**config.mk**
```make
export PLATFORM = sky130hd
export DESIGN_NAME = matmul_out_serializer
export DESIGN_NICKNAME = d
export VERILOG_FILES = /design/src/rtl/matmul_out_serializer_pkg.sv /design/src/rtl/out_pingpong_buf.sv /design/src/rtl/matmul_out_serializer.sv
export SDC_FILE = /design/constraint.sdc
export NUM_CORES = 1
export LEC_CHECK = 0
export BUFFER_PORTS_ARGS = -buffer_cell sky130_fd_sc_hd__buf_2
export CAP_MARGIN = 20
export CORE_ASPECT_RATIO = 0.9
export CORE_MARGIN = 5
export CORE_UTILIZATION = 61
export CTS_BUF_LIST = sky130_fd_sc_hd__clkbuf_2
export DETAILED_ROUTE_END_ITERATION = 10
export PLACE_DENSITY = 0.84
export SYNTH_ARGS = -nofsm -noshare
export SYNTH_HDL_FRONTEND = slang
export SYNTH_SLANG_ARGS = --single-unit
```
**constraint.sdc**
```tcl
create_clock -name clk -period 126 [get_ports clk]
set_clock_uncertainty 0.15 [all_clocks]
set_input_delay 18.9 -clock clk [delete_from_list [all_inputs] [get_ports clk]]
set_output_delay 18.9 -clock clk [all_outputs]
set_load 0.01 [all_outputs]
```
**src/rtl/matmul_out_serializer_pkg.sv**
```systemverilog
// Shared matmul parameters: default geometry, derived slice sizing helpers and
// the output serializer controller state encoding.
package matmul_out_serializer_pkg;

    localparam int unsigned DEF_WIDTH_OUT     = 16;
    localparam int unsigned DEF_CHUNK_SIZE    = 4;
    localparam int unsigned DEF_NUM_CORES_A   = 4;
    localparam int unsigned DEF_NUM_CORES_B   = 1;
    localparam int unsigned DEF_TOTAL_MODULES = 2;

    localparam int unsigned SLICE_W    = DEF_WIDTH_OUT * DEF_CHUNK_SIZE;
    localparam int unsigned NUM_SLICES = DEF_NUM_CORES_A * DEF_NUM_CORES_B * DEF_TOTAL_MODULES;

    localparam logic ST_IDLE   = 1'b0;
    localparam logic ST_STREAM = 1'b1;

    function automatic int unsigned calc_slice_w(input int unsigned width_out,
                                                 input int unsigned chunk_size);
        return width_out * chunk_size;
    endfunction

    function automatic int unsigned calc_num_slices(input int unsigned cores_a,
                                                    input int unsigned cores_b,
                                                    input int unsigned modules);
        return cores_a * cores_b * modules;
    endfunction

    // Index width never collapses to zero bits, even for a single-slice tile.
    function automatic int unsigned calc_idx_w(input int unsigned num_slices);
        return (num_slices > 1) ? $clog2(num_slices) : 1;
    endfunction

endpackage

```
**src/rtl/out_pingpong_buf.sv**
```systemverilog
// Two-entry tile buffer: storage, per-entry full flags, write pointer (lowest
// empty entry) and read pointer (oldest full entry).
module out_pingpong_buf #(
    parameter int unsigned DATA_W = 512
) (
    input  logic              clk_i,
    input  logic              rst_n_i,
    input  logic              clr_i,
    input  logic              wr_en_i,
    input  logic [DATA_W-1:0] wr_data_i,
    input  logic              rd_pop_i,
    output logic [1:0]        full_o,
    output logic [DATA_W-1:0] rd_data_o
);

    logic [1:0]        full_q, full_d;
    logic              rd_ptr_q, rd_ptr_d;
    logic              wr_ptr;
    logic              wr_ok;
    logic [DATA_W-1:0] mem_q [2];

    assign wr_ptr = full_q[0];
    assign wr_ok  = wr_en_i && !clr_i && (full_q != 2'b11);

    // When nothing is held, the freshly written entry becomes the oldest one,
    // which keeps draining in capture order regardless of which index it is.
    always_comb begin
        full_d   = full_q;
        rd_ptr_d = rd_ptr_q;
        if (rd_pop_i) begin
            full_d[rd_ptr_q] = 1'b0;
            rd_ptr_d         = ~rd_ptr_q;
        end
        if (wr_ok) begin
            full_d[wr_ptr] = 1'b1;
            if (full_q == 2'b00) begin
                rd_ptr_d = wr_ptr;
            end
        end
        if (clr_i) begin
            full_d   = '0;
            rd_ptr_d = 1'b0;
        end
    end

    always_ff @(posedge clk_i or negedge rst_n_i) begin
        if (!rst_n_i) begin
            full_q   <= '0;
            rd_ptr_q <= 1'b0;
        end else begin
            full_q   <= full_d;
            rd_ptr_q <= rd_ptr_d;
        end
    end

    always_ff @(posedge clk_i) begin
        if (wr_ok) begin
            mem_q[wr_ptr] <= wr_data_i;
        end
    end

    assign full_o    = full_q;
    assign rd_data_o = mem_q[rd_ptr_q];

endmodule

```
**src/rtl/matmul_out_serializer.sv**
```systemverilog
// Serializes completed matmul tiles into MSB-first slices over a valid/ready
// stream, double-buffering tiles so a new result can land while one drains.
module matmul_out_serializer
    import matmul_out_serializer_pkg::*;
#(
    parameter int unsigned WIDTH_OUT     = DEF_WIDTH_OUT,
    parameter int unsigned CHUNK_SIZE    = DEF_CHUNK_SIZE,
    parameter int unsigned NUM_CORES_A   = DEF_NUM_CORES_A,
    parameter int unsigned NUM_CORES_B   = DEF_NUM_CORES_B,
    parameter int unsigned TOTAL_MODULES = DEF_TOTAL_MODULES,
    localparam int unsigned SLICE_WIDTH  = calc_slice_w(WIDTH_OUT, CHUNK_SIZE),
    localparam int unsigned SLICE_COUNT  = calc_num_slices(NUM_CORES_A, NUM_CORES_B, TOTAL_MODULES),
    localparam int unsigned TILE_W       = SLICE_WIDTH * SLICE_COUNT
) (
    input  logic                   clk,
    input  logic                   rst_n,
    input  logic                   clr,
    input  logic                   in_valid,
    input  logic [TILE_W-1:0]      in_data,
    output logic [SLICE_WIDTH-1:0] m_data,
    output logic                   m_valid,
    input  logic                   m_ready,
    output logic                   m_last,
    output logic                   busy,
    output logic                   overflow,
    output logic [15:0]            tile_count
);

    localparam int unsigned      IDX_W    = calc_idx_w(SLICE_COUNT);
    localparam logic [IDX_W-1:0] LAST_IDX = IDX_W'(SLICE_COUNT - 1);

    logic [1:0]             full;
    logic [TILE_W-1:0]      rd_data;
    logic                   state_q, state_d;
    logic [IDX_W-1:0]       idx_q, idx_d;
    logic                   overflow_q, overflow_d;
    logic [15:0]            tile_count_q, tile_count_d;
    logic                   capture;
    logic                   drop;
    logic                   handshake;
    logic                   last_hs;
    logic [SLICE_WIDTH-1:0] slice;

    // Occupancy is judged at the start of the cycle, so a tile arriving while
    // both entries are full is dropped even if the last slice leaves now.
    assign capture   = in_valid && !clr && (full != 2'b11);
    assign drop      = in_valid && !clr && (full == 2'b11);
    assign handshake = (state_q == ST_STREAM) && m_ready;
    assign last_hs   = handshake && (idx_q == LAST_IDX);

    out_pingpong_buf #(
        .DATA_W(TILE_W)
    ) u_buf (
        .clk_i     (clk),
        .rst_n_i   (rst_n),
        .clr_i     (clr),
        .wr_en_i   (capture),
        .wr_data_i (in_data),
        .rd_pop_i  (last_hs && !clr),
        .full_o    (full),
        .rd_data_o (rd_data)
    );

    always_comb begin
        slice = '0;
        for (int unsigned k = 0; k < SLICE_COUNT; k++) begin
            if (idx_q == IDX_W'(k)) begin
                slice = rd_data[(SLICE_COUNT - k) * SLICE_WIDTH - 1 -: SLICE_WIDTH];
            end
        end
    end

    // IDLE looks at the same-cycle capture so slice 0 appears one cycle after
    // capture; STREAM stays put across tiles when another tile is ready.
    always_comb begin
        state_d      = state_q;
        idx_d        = idx_q;
        overflow_d   = overflow_q | drop;
        tile_count_d = tile_count_q;
        case (state_q)
            ST_IDLE: begin
                if (capture || (full != 2'b00)) begin
                    state_d = ST_STREAM;
                end
            end
            ST_STREAM: begin
                if (handshake) begin
                    if (last_hs) begin
                        idx_d        = '0;
                        tile_count_d = tile_count_q + 16'd1;
                        state_d      = ((full == 2'b11) || capture) ? ST_STREAM : ST_IDLE;
                    end else begin
                        idx_d = idx_q + IDX_W'(1);
                    end
                end
            end
            default: begin
                state_d = ST_IDLE;
            end
        endcase
        if (clr) begin
            state_d      = ST_IDLE;
            idx_d        = '0;
            overflow_d   = 1'b0;
            tile_count_d = '0;
        end
    end

    always_ff @(posedge clk or negedge rst_n) begin
        if (!rst_n) begin
            state_q      <= ST_IDLE;
            idx_q        <= '0;
            overflow_q   <= 1'b0;
            tile_count_q <= '0;
        end else begin
            state_q      <= state_d;
            idx_q        <= idx_d;
            overflow_q   <= overflow_d;
            tile_count_q <= tile_count_d;
        end
    end

    assign m_valid    = (state_q == ST_STREAM);
    assign m_data     = m_valid ? slice : '0;
    assign m_last     = m_valid && (idx_q == LAST_IDX);
    assign busy       = (full != 2'b00);
    assign overflow   = overflow_q;
    assign tile_count = tile_count_q;

endmodule

```
==> results by group, run 1 <==
Setup path
  – Critical path class: reg2out
  – Critical path launch point type: flop
  – Slowest CP cell: dfrtp_4
  – CP arrival: ~5700 ps
  – Crit-path max cell delay: ~1100 ps
  – WP buf/inv: 3
  – Most common cell type on the critical path: buf_4
  – CP top delay family: buffers and inverters
  – WP data required: between 100000 and 150000 ps
  – Worst Path Max Fanout: between 50 and 60
  – Endpoint class of the critical path: output pin
  – Worst path cell trace: buf_4 > buf_4 > mux2i_1 > o22ai_1 > a211oi_1 > o21ai_1 > buf_2

STA
  – Tmin final: around 25000 ps
  – Worst slew pin tran: 1230 ps
  – Fmax: roughly 40 MHz
  – Hold Vio Cnt, Final: 0
  – Setup WS post-layout: 101300 ps
  – Final setup TNS: 0 ps
  – Max-slew violations: 0
  – Worst rel slew slack: 17.9%
  – # setup viols final: 0
  – Final Cycle Share: about a fifth
  – RSZ-0062 raised after global routing: false

Floorplan
  – Die area: approximately 74000 um^2
  – Chip Height: 258 um
  – I/O pin count: about 600
  – Die X: around 290 um
  – Core area: about 67000 um^2
  – Std cell rows: 90
  – Initial Util: between 60% and 70%

Layout
  – Layout cells sized above 1: between 30 and 40%
  – Finished Core Util: between 70% and 80%
  – Area occupied by registers: ~31000 um^2
  – Nets: 3707
  – Layout overhead on the synthesized area: 14.7%
  – Multi-input logic area: approximately 9600 um^2
  – Filler Cell Count: 4332

Pwr
  – Max IR drop VDD: approximately 0.000009 V
  – Static Leakage: between 0.015 and 0.02 uW
  – Power Total: 651 uW
  – Pwr Density: around 14 nW/um^2

Clocking
  – Latest clock arrival within the worst-skew pair: around 1400 ps
  – CTS Buf Count: between 200 and 250
  – CTS tree: done
  – Htree depth: 4
  – Clock root buffer master: clkbuf_2
  – Cts hold-fix bufs: 0
  – Setup Buffers After CTS: 0
  – Clock buffer depth: 3
  – CTS Sinks: around 1000
  – Clock transition at path regs: around 110 ps
  – CTS resizes: 0

Global routing
  – Tot GR Track Use: around 29%
  – Largest net degree at the start of global routing: about 190
  – Antenna violations before repair: 86
  – Gr ovfl total: 0
  – First-pass GRT wire length: roughly 160 mm
  – Vias in the first global route: around 27000

Synthesis
  – Gate Count Post-Synth: 2473
  – Yosys reg bits: ~1000
  – Post-synth net total: roughly 3000
  – FFs w/ async S/R, synth: under 10%
  – Post-Syn Area per Cell: about 17 um^2
  – Yosys warnings: 0
  – Post-synthesis sequential area ratio: about 75%
  – Post-synth EDFFs: 1024
  – Post-synth cell types: 44
  – Cell Area, Synth: ~42000 um^2
  – Ys flop type: edfxtp_1

Worst hold path
  – Hold Crit Class: reg2reg

Drt
  – M1 wire length: 38.5 mm
  – Max layer used: met5
  – Routed Antenna Nets: 0
  – WL final: ~110 mm
  – Vias: approximately 26000
  – DR pass1 iterations: 5
  – Met3 routed WL: between 10 and 15 mm
  – DR WL/cell: around 25 um
  – DRC viols: 0
  – Initial DRC count: about 3400
  – Met2 wire len: approximately 55 mm
  – Vias per cell: roughly 6.1

Placement
  – Placement Setup Slack: slightly above 100000 ps
  – GP Congestion: ~0.9
  – # port buffers: 600
  – HPWL after DPL: 67.0 mm

Status
  – Status: finished clean

Flow run
  – Max Cap Viol: 0
[per-layer routing]
metal | track usage (%) | vias to the layer above
li1 | - | 11500
met4 | 15.1 | 56
met3 | 9.50 | 297
met5 | 0 | -
met2 | 47.2 | 1569
met1 | 33.9 | 12800
[Yosys cell counts, types with 17 or more instances]
library cell | count | area (um^2)
mux2_2 | 65 | 732
mux2i_1 | 448 | 4480
buf_1 | 17 | 63.8
clkbuf_1 | 65 | 244
o21ai_1 | 64 | 320
nor2_1 | 82 | 308
nand2_1 | 73 | 274
a21oi_1 | 139 | 696
buf_2 | 46 | 230
dfrtp_1 | 24 | 601
buf_4 | 25 | 188
a21o_1 | 64 | 480
a31oi_1 | 65 | 407
edfxtp_1 | 1024 | 30700
a211oi_1 | 65 | 488
o22ai_1 | 129 | 807
[registers in the layout, summed over array words and instances (netlist names)]
signal	flops
u_buf.mem_q	1024
tile_count	16
idx_q	3
u_buf.full_o	2
m_valid	1
overflow	1
u_buf.rd_ptr_q	1
[path summary, 6_finish.rpt]
path	cells past startpoint	slack, ps	to	startpoint
max	7	101300	m_data[43]	u_buf.rd_ptr_q
min in group asynchronous	1	17280	tile_count[9]	rst_n
max reg2reg	4	121880	u_buf.mem_q[1][288]	u_buf.full_o[1]
min reg2reg	2	380	overflow	overflow
min	2	380	overflow	overflow
max in group asynchronous	1	108010	u_buf.rd_ptr_q	rst_n
[power breakdown]
part	switching, uW	internal [uW]	total [uW]	leakage (uW)
sequential	2.91	395	398	0.00973
clock	132	82.0	214	0.00168
combinational	24.9	14.6	39.5	0.00544
total	159	492	651	0.0168
[cell usage in the layout (no fill, tap or decap), types with 4 or more instances in the layout]
cell and instances:
inv_1 7, nand4_1 4, a211oi_1 65, nor3_1 4, or3_1 4, clkinv_2 7, nand3_1 5, o21ai_1 64
xor2_1 4, edfxtp_1 1024, nand2_1 72, inv_6 4, diode_2 72, xnor2_1 5, o22ai_1 129, a21o_1 64
mux2_2 65, buf_4 25, o21ai_0 5, buf_2 600, clkinv_1 49, a31oi_1 65, mux2i_1 448, ha_1 4
dfrtp_1 23, clkbuf_2 358, a21oi_1 138, nor2_1 82
[final cells by class]
type | instances | share of cell area, %
clock buffers | 358 | 3.75
clock inverters | 70 | 0.870
repair buffers | 631 | 6.98
diodes | 72 | 0.377
inverters | 8 | 0.0655
well taps | 874 | 2.29
flip-flops and latches | 1048 | 65.6
multi-input cells | 1257 | 20.0
[cells by family after synthesis]
kind of cell	Yosys count	share of synthesized area, %
compound gates	534	7.81
mux	513	12.5
flops	1048	75.2
simple gates	194	2.02
xor+xnor	9	0.189
buf+inv	168	2.01
fa+ha+maj	7	0.210
[through the flow]
stage          area, um^2  hold slack [ps]  std cells
6_report            47800              379       4318
5_1_grt             47700              448       4296
4_1_cts             47600              389       4245
3_5_place_dp        45400              363       3817
3_3_place_gp        45300              338       3815
2_1_floorplan       41700              367       2473
[tightest hold or removal path: stages, from the launching register on]
cell and delay [ps]:
dfrtp_1 360, a31oi_1 40, nor2_1 90
No activity file was read; power rests on OpenSTA's default activity.
==> run 2, diff against run 1 <==
--- a/config.mk
+++ b/config.mk
@@ -9,10 +9,10 @@
 export CAP_MARGIN = 20
 export CORE_ASPECT_RATIO = 0.9
 export CORE_MARGIN = 5
-export CORE_UTILIZATION = 61
+export CORE_UTILIZATION = 54
 export CTS_BUF_LIST = sky130_fd_sc_hd__clkbuf_2
 export DETAILED_ROUTE_END_ITERATION = 10
-export PLACE_DENSITY = 0.84
+export PLACE_DENSITY = 0.79
 export SYNTH_ARGS = -nofsm -noshare
 export SYNTH_HDL_FRONTEND = slang
 export SYNTH_SLANG_ARGS = --single-unit
==> constraint.sdc (replaced) <==
create_clock -name clk -period 21.9 [get_ports clk]
set_clock_uncertainty 0.15 [all_clocks]
set_input_delay 3.285 -clock clk [delete_from_list [all_inputs] [get_ports clk]]
set_output_delay 3.285 -clock clk [all_outputs]
set_load 0.01 [all_outputs]
==> run 2 against run 1 <==
  * Count of clock-buffer cells in the layout rose by 1
  * First-iteration DRC count fell by 24%
  * Critical path depth rose by 1
  * Sequential power rose to 5.8 times the previous value
  * Sequential cell count did not move
  * Utilization fell by 8.2 points
  * Global-route usage fell by 3.1 points
  * Critical endpoint is now m_data[18]
  * Highest routed layer unchanged
==> results by group, run 2 (synthesized netlist as in run 1, its figures left out) <==
Pwr
  – Max IR drop VDD: 0.0000507 V (was 0.00000898 V)
  – Pwr Density: 77.6 nW/um^2 (was 13.6 nW/um^2)
  – Net Sw Frac: 24.3% (was 24.5%)
  – Switching power: 904 uW (was 159 uW)
  – Clock power share: 32.3% (was 32.8%)
  – Cell Int Power: 2810 uW (was 492 uW)
  – Static Leakage: 0.0168 uW (about the same)
  – Sequential power share: 61.6% (was 61.1%)
  – Combinational Power Share: 6.1% (about the same)

Global routing
  – First-pass GRT wire length: 158 mm (was 159 mm)
  – Antenna violations before repair: 82 (was 86)
  – Tot GR Track Use: 25.6% (was 28.7%)
  – Largest net degree at the start of global routing: 186 (was 193)
  – GR Util met2: 42.6% (was 47.2%)
  – Gr ovfl total: 0 (unchanged)
  – Vias in the first global route: 26800 (was 27400)
  – Busiest grt layer: met2 (unchanged)
  – M3 GR Usage: 8.26% (was 9.50%)
  – Met1 Track Usage GR: 30.4% (was 33.9%)

STA
  – Worst slew pin tran: 1250 ps (was 1230 ps)
  – Fmax: around 100 MHz
  – # setup viols final: 0 (unchanged)
  – Hold Vio Cnt, Final: 0 (unchanged)
  – Worst rel slew slack: 16.6% (was 17.9%)
  – Hold WS: 397 ps (was 379 ps)
  – Max-slew violations: 0 (unchanged)
  – RSZ-0062 raised after global routing: false (unchanged)
  – Final setup TNS: 0 ps (unchanged)
  – Tmin final: approximately 10000 ps
  – Final Cycle Share: between 40 and 50%

Placement
  – HPWL after DPL: 69.7 mm (was 67.0 mm)
  – GP Congestion: 0.855 (was 0.882)
  – # port buffers: 600 (unchanged)

Layout
  – Most frequent cells in the layout: edfxtp_1 (1024), buf_2 (600), mux2i_1 (448) (unchanged)
  – Layout cells sized above 1: 32.6% (was 32.5%)
  – Layout overhead on the synthesized area: 15.0% (was 14.7%)
  – Leading cell type in the layout, fill and taps excluded: edfxtp_1 (unchanged)
  – Top reg by flops: u_buf.mem_q (unchanged)
  – Largest register FFs: 1024 (unchanged)
  – Nets: 3710 (was 3707)

Clocking
  – Setup Buffers After CTS: 0 (unchanged)
  – Clock buffer depth: 3 (unchanged)
  – CTS resizes: 0 (unchanged)
  – Latest clock arrival within the worst-skew pair: 1470 ps (was 1420 ps)
  – Clock root buffer master: clkbuf_2 (unchanged)
  – Clock transition at path regs: 90 ps (was 110 ps)
  – CTS Buf Count: 238 (was 237)
  – Cts hold-fix bufs: 0 (unchanged)
  – Htree depth: 4 (unchanged)
  – CTS Sinks: 1048 (unchanged)
  – CTS tree: done (unchanged)

Setup path
  – Critical Path Start: u_buf.rd_ptr_q (unchanged)
  – CP top delay family: buffers and inverters (unchanged)
  – Reg-to-reg endpoint: u_buf.mem_q[1][224] (was u_buf.mem_q[1][288])
  – Worst path cell trace: buf_4 > buf_4 > buf_4 > mux2i_1 > o22ai_1 > a211oi_1 > o21ai_1 > buf_2 (was buf_4 > buf_4 > mux2i_1 > o22ai_1 > a211oi_1 > o21ai_1 > buf_2)
  – Critical path launch point type: flop (unchanged)
  – Reg2Reg Depth: 4 (unchanged)
  – Worst Path Max Fanout: 66 (was 59)
  – Slowest CP cell: buf_4 (was dfrtp_4)
  – Most common cell type on the critical path: buf_4 (unchanged)
  – Reg2reg setup slack: 17650 ps (was 121880 ps)
  – WP data required: 18470 ps (was 106950 ps)
  – WP buf/inv: 4 (was 3)
  – Crit-path max cell delay: 930 ps (was 1090 ps)
  – Endpoint class of the critical path: output pin (unchanged)
  – CP arrival: 6320 ps (was 5650 ps)
  – R2R Path Start: u_buf.full_o[1] (unchanged)
  – Critical path class: reg2out (unchanged)

Drt
  – DR WL/cell: 24.6 um (was 25.3 um)
  – Vias: 26000 (was 26200)
  – Vias per cell: 5.80 (was 6.06)
  – Routed Antenna Nets: 0 (unchanged)
  – WL final: 110 mm (was 109 mm)
  – Initial DRC count: 2539 (was 3350)
  – DRC viols: 0 (unchanged)
  – DR pass1 iterations: 6 (was 5)

Worst hold path
  – Worst hold endpoint: overflow (unchanged)
  – Hold Crit Class: reg2reg (unchanged)
  – Min-Delay Startpoint: overflow (unchanged)
  – Hold path depth: 2 (unchanged)

Floorplan
  – Std cell rows: 96 (was 90)
  – Initial Util: 54.5% (was 61.9%)
  – Die X: 303 um (was 285 um)
  – Die area: 82800 um^2 (was 73600 um^2)
  – Core area: 76400 um^2 (was 67300 um^2)
  – Chip Height: 274 um (was 258 um)
  – I/O pin count: 601 (unchanged)

Flow run
  – Max Cap Viol: 0 (unchanged)

Status
  – Status: finished clean (unchanged)
## run 2: changes by cell type in the layout (fill, tap and decap cells not counted), moves of 2 or more
cell	before	now
diode_2	72	69
inv_8	3	1
clkinv_8	2	0
clkinv_1	49	52
clkinv_4	1	3
clkinv_2	7	9
inv_2	0	5
buf_4	25	29
## run 2: power by group through the flow
| stage | sequential [uW] | clock (uW) | combinational (uW) |
|---|---|---|---|
| floorplan | 2360 | 0 | 105 |
| finish | 2290 | 1200 | 228 |
| detailed placement | 2330 | 0 | 226 |
| global placement | 2330 | 0 | 217 |
| global route | 2290 | 1350 | 243 |
| CTS | 2290 | 1230 | 227 |
## run 2: worst max-delay path by stage
stage	end	cells past startpoint
after global placement	m_data[14]	8
final	m_data[18]	8
after floorplan	u_buf.mem_q[1][0]	2
after global routing	m_data[18]	8
after detailed placement	m_data[14]	8
after CTS	m_data[14]	8
## run 2: worst register-to-register path, stage by stage, from the launching register on
cell	delay, ps
dfrtp_1	470
nor4b_4	300
buf_4	850
buf_4	910
buf_4	1070
## run 2: layout make-up
| type | count | area [um^2] |
|---|---|---|
| diodes | 69 | 173 |
| clock buffers | 359 | 1800 |
| clock inverters | 76 | 372 |
| fillers | 5561 | 28500 |
| inverters | 8 | 31.3 |
| multi-input cells | 1257 | 9590 |
| flip-flops and latches | 1048 | 31400 |
| well taps | 1029 | 1290 |
| repair buffers | 633 | 3320 |
## run 2: layer usage
layer,wire length [um],vias to the layer above
met3,11000,327
met5,404,-
met4,4100,58
met2,54900,1389
met1,39700,12700
li1,-,11500
## run 2: metrics by stage
stage / total power [uW] / instance area, um^2 / utilization, % / std cells / worst slack, ps
floorplan: 2460 / 41700 / - / 2473 / 1550
global placement: 2550 / 45500 / 59.6 / 3973 / 13820
detailed placement: 2560 / 45500 / 59.6 / 3974 / 13660
CTS: 3750 / 47700 / 62.5 / 4409 / 11990
finish: 3720 / 47900 / 62.7 / 4479 / 12140
global route: 3880 / 47800 / 62.6 / 4450 / 11710
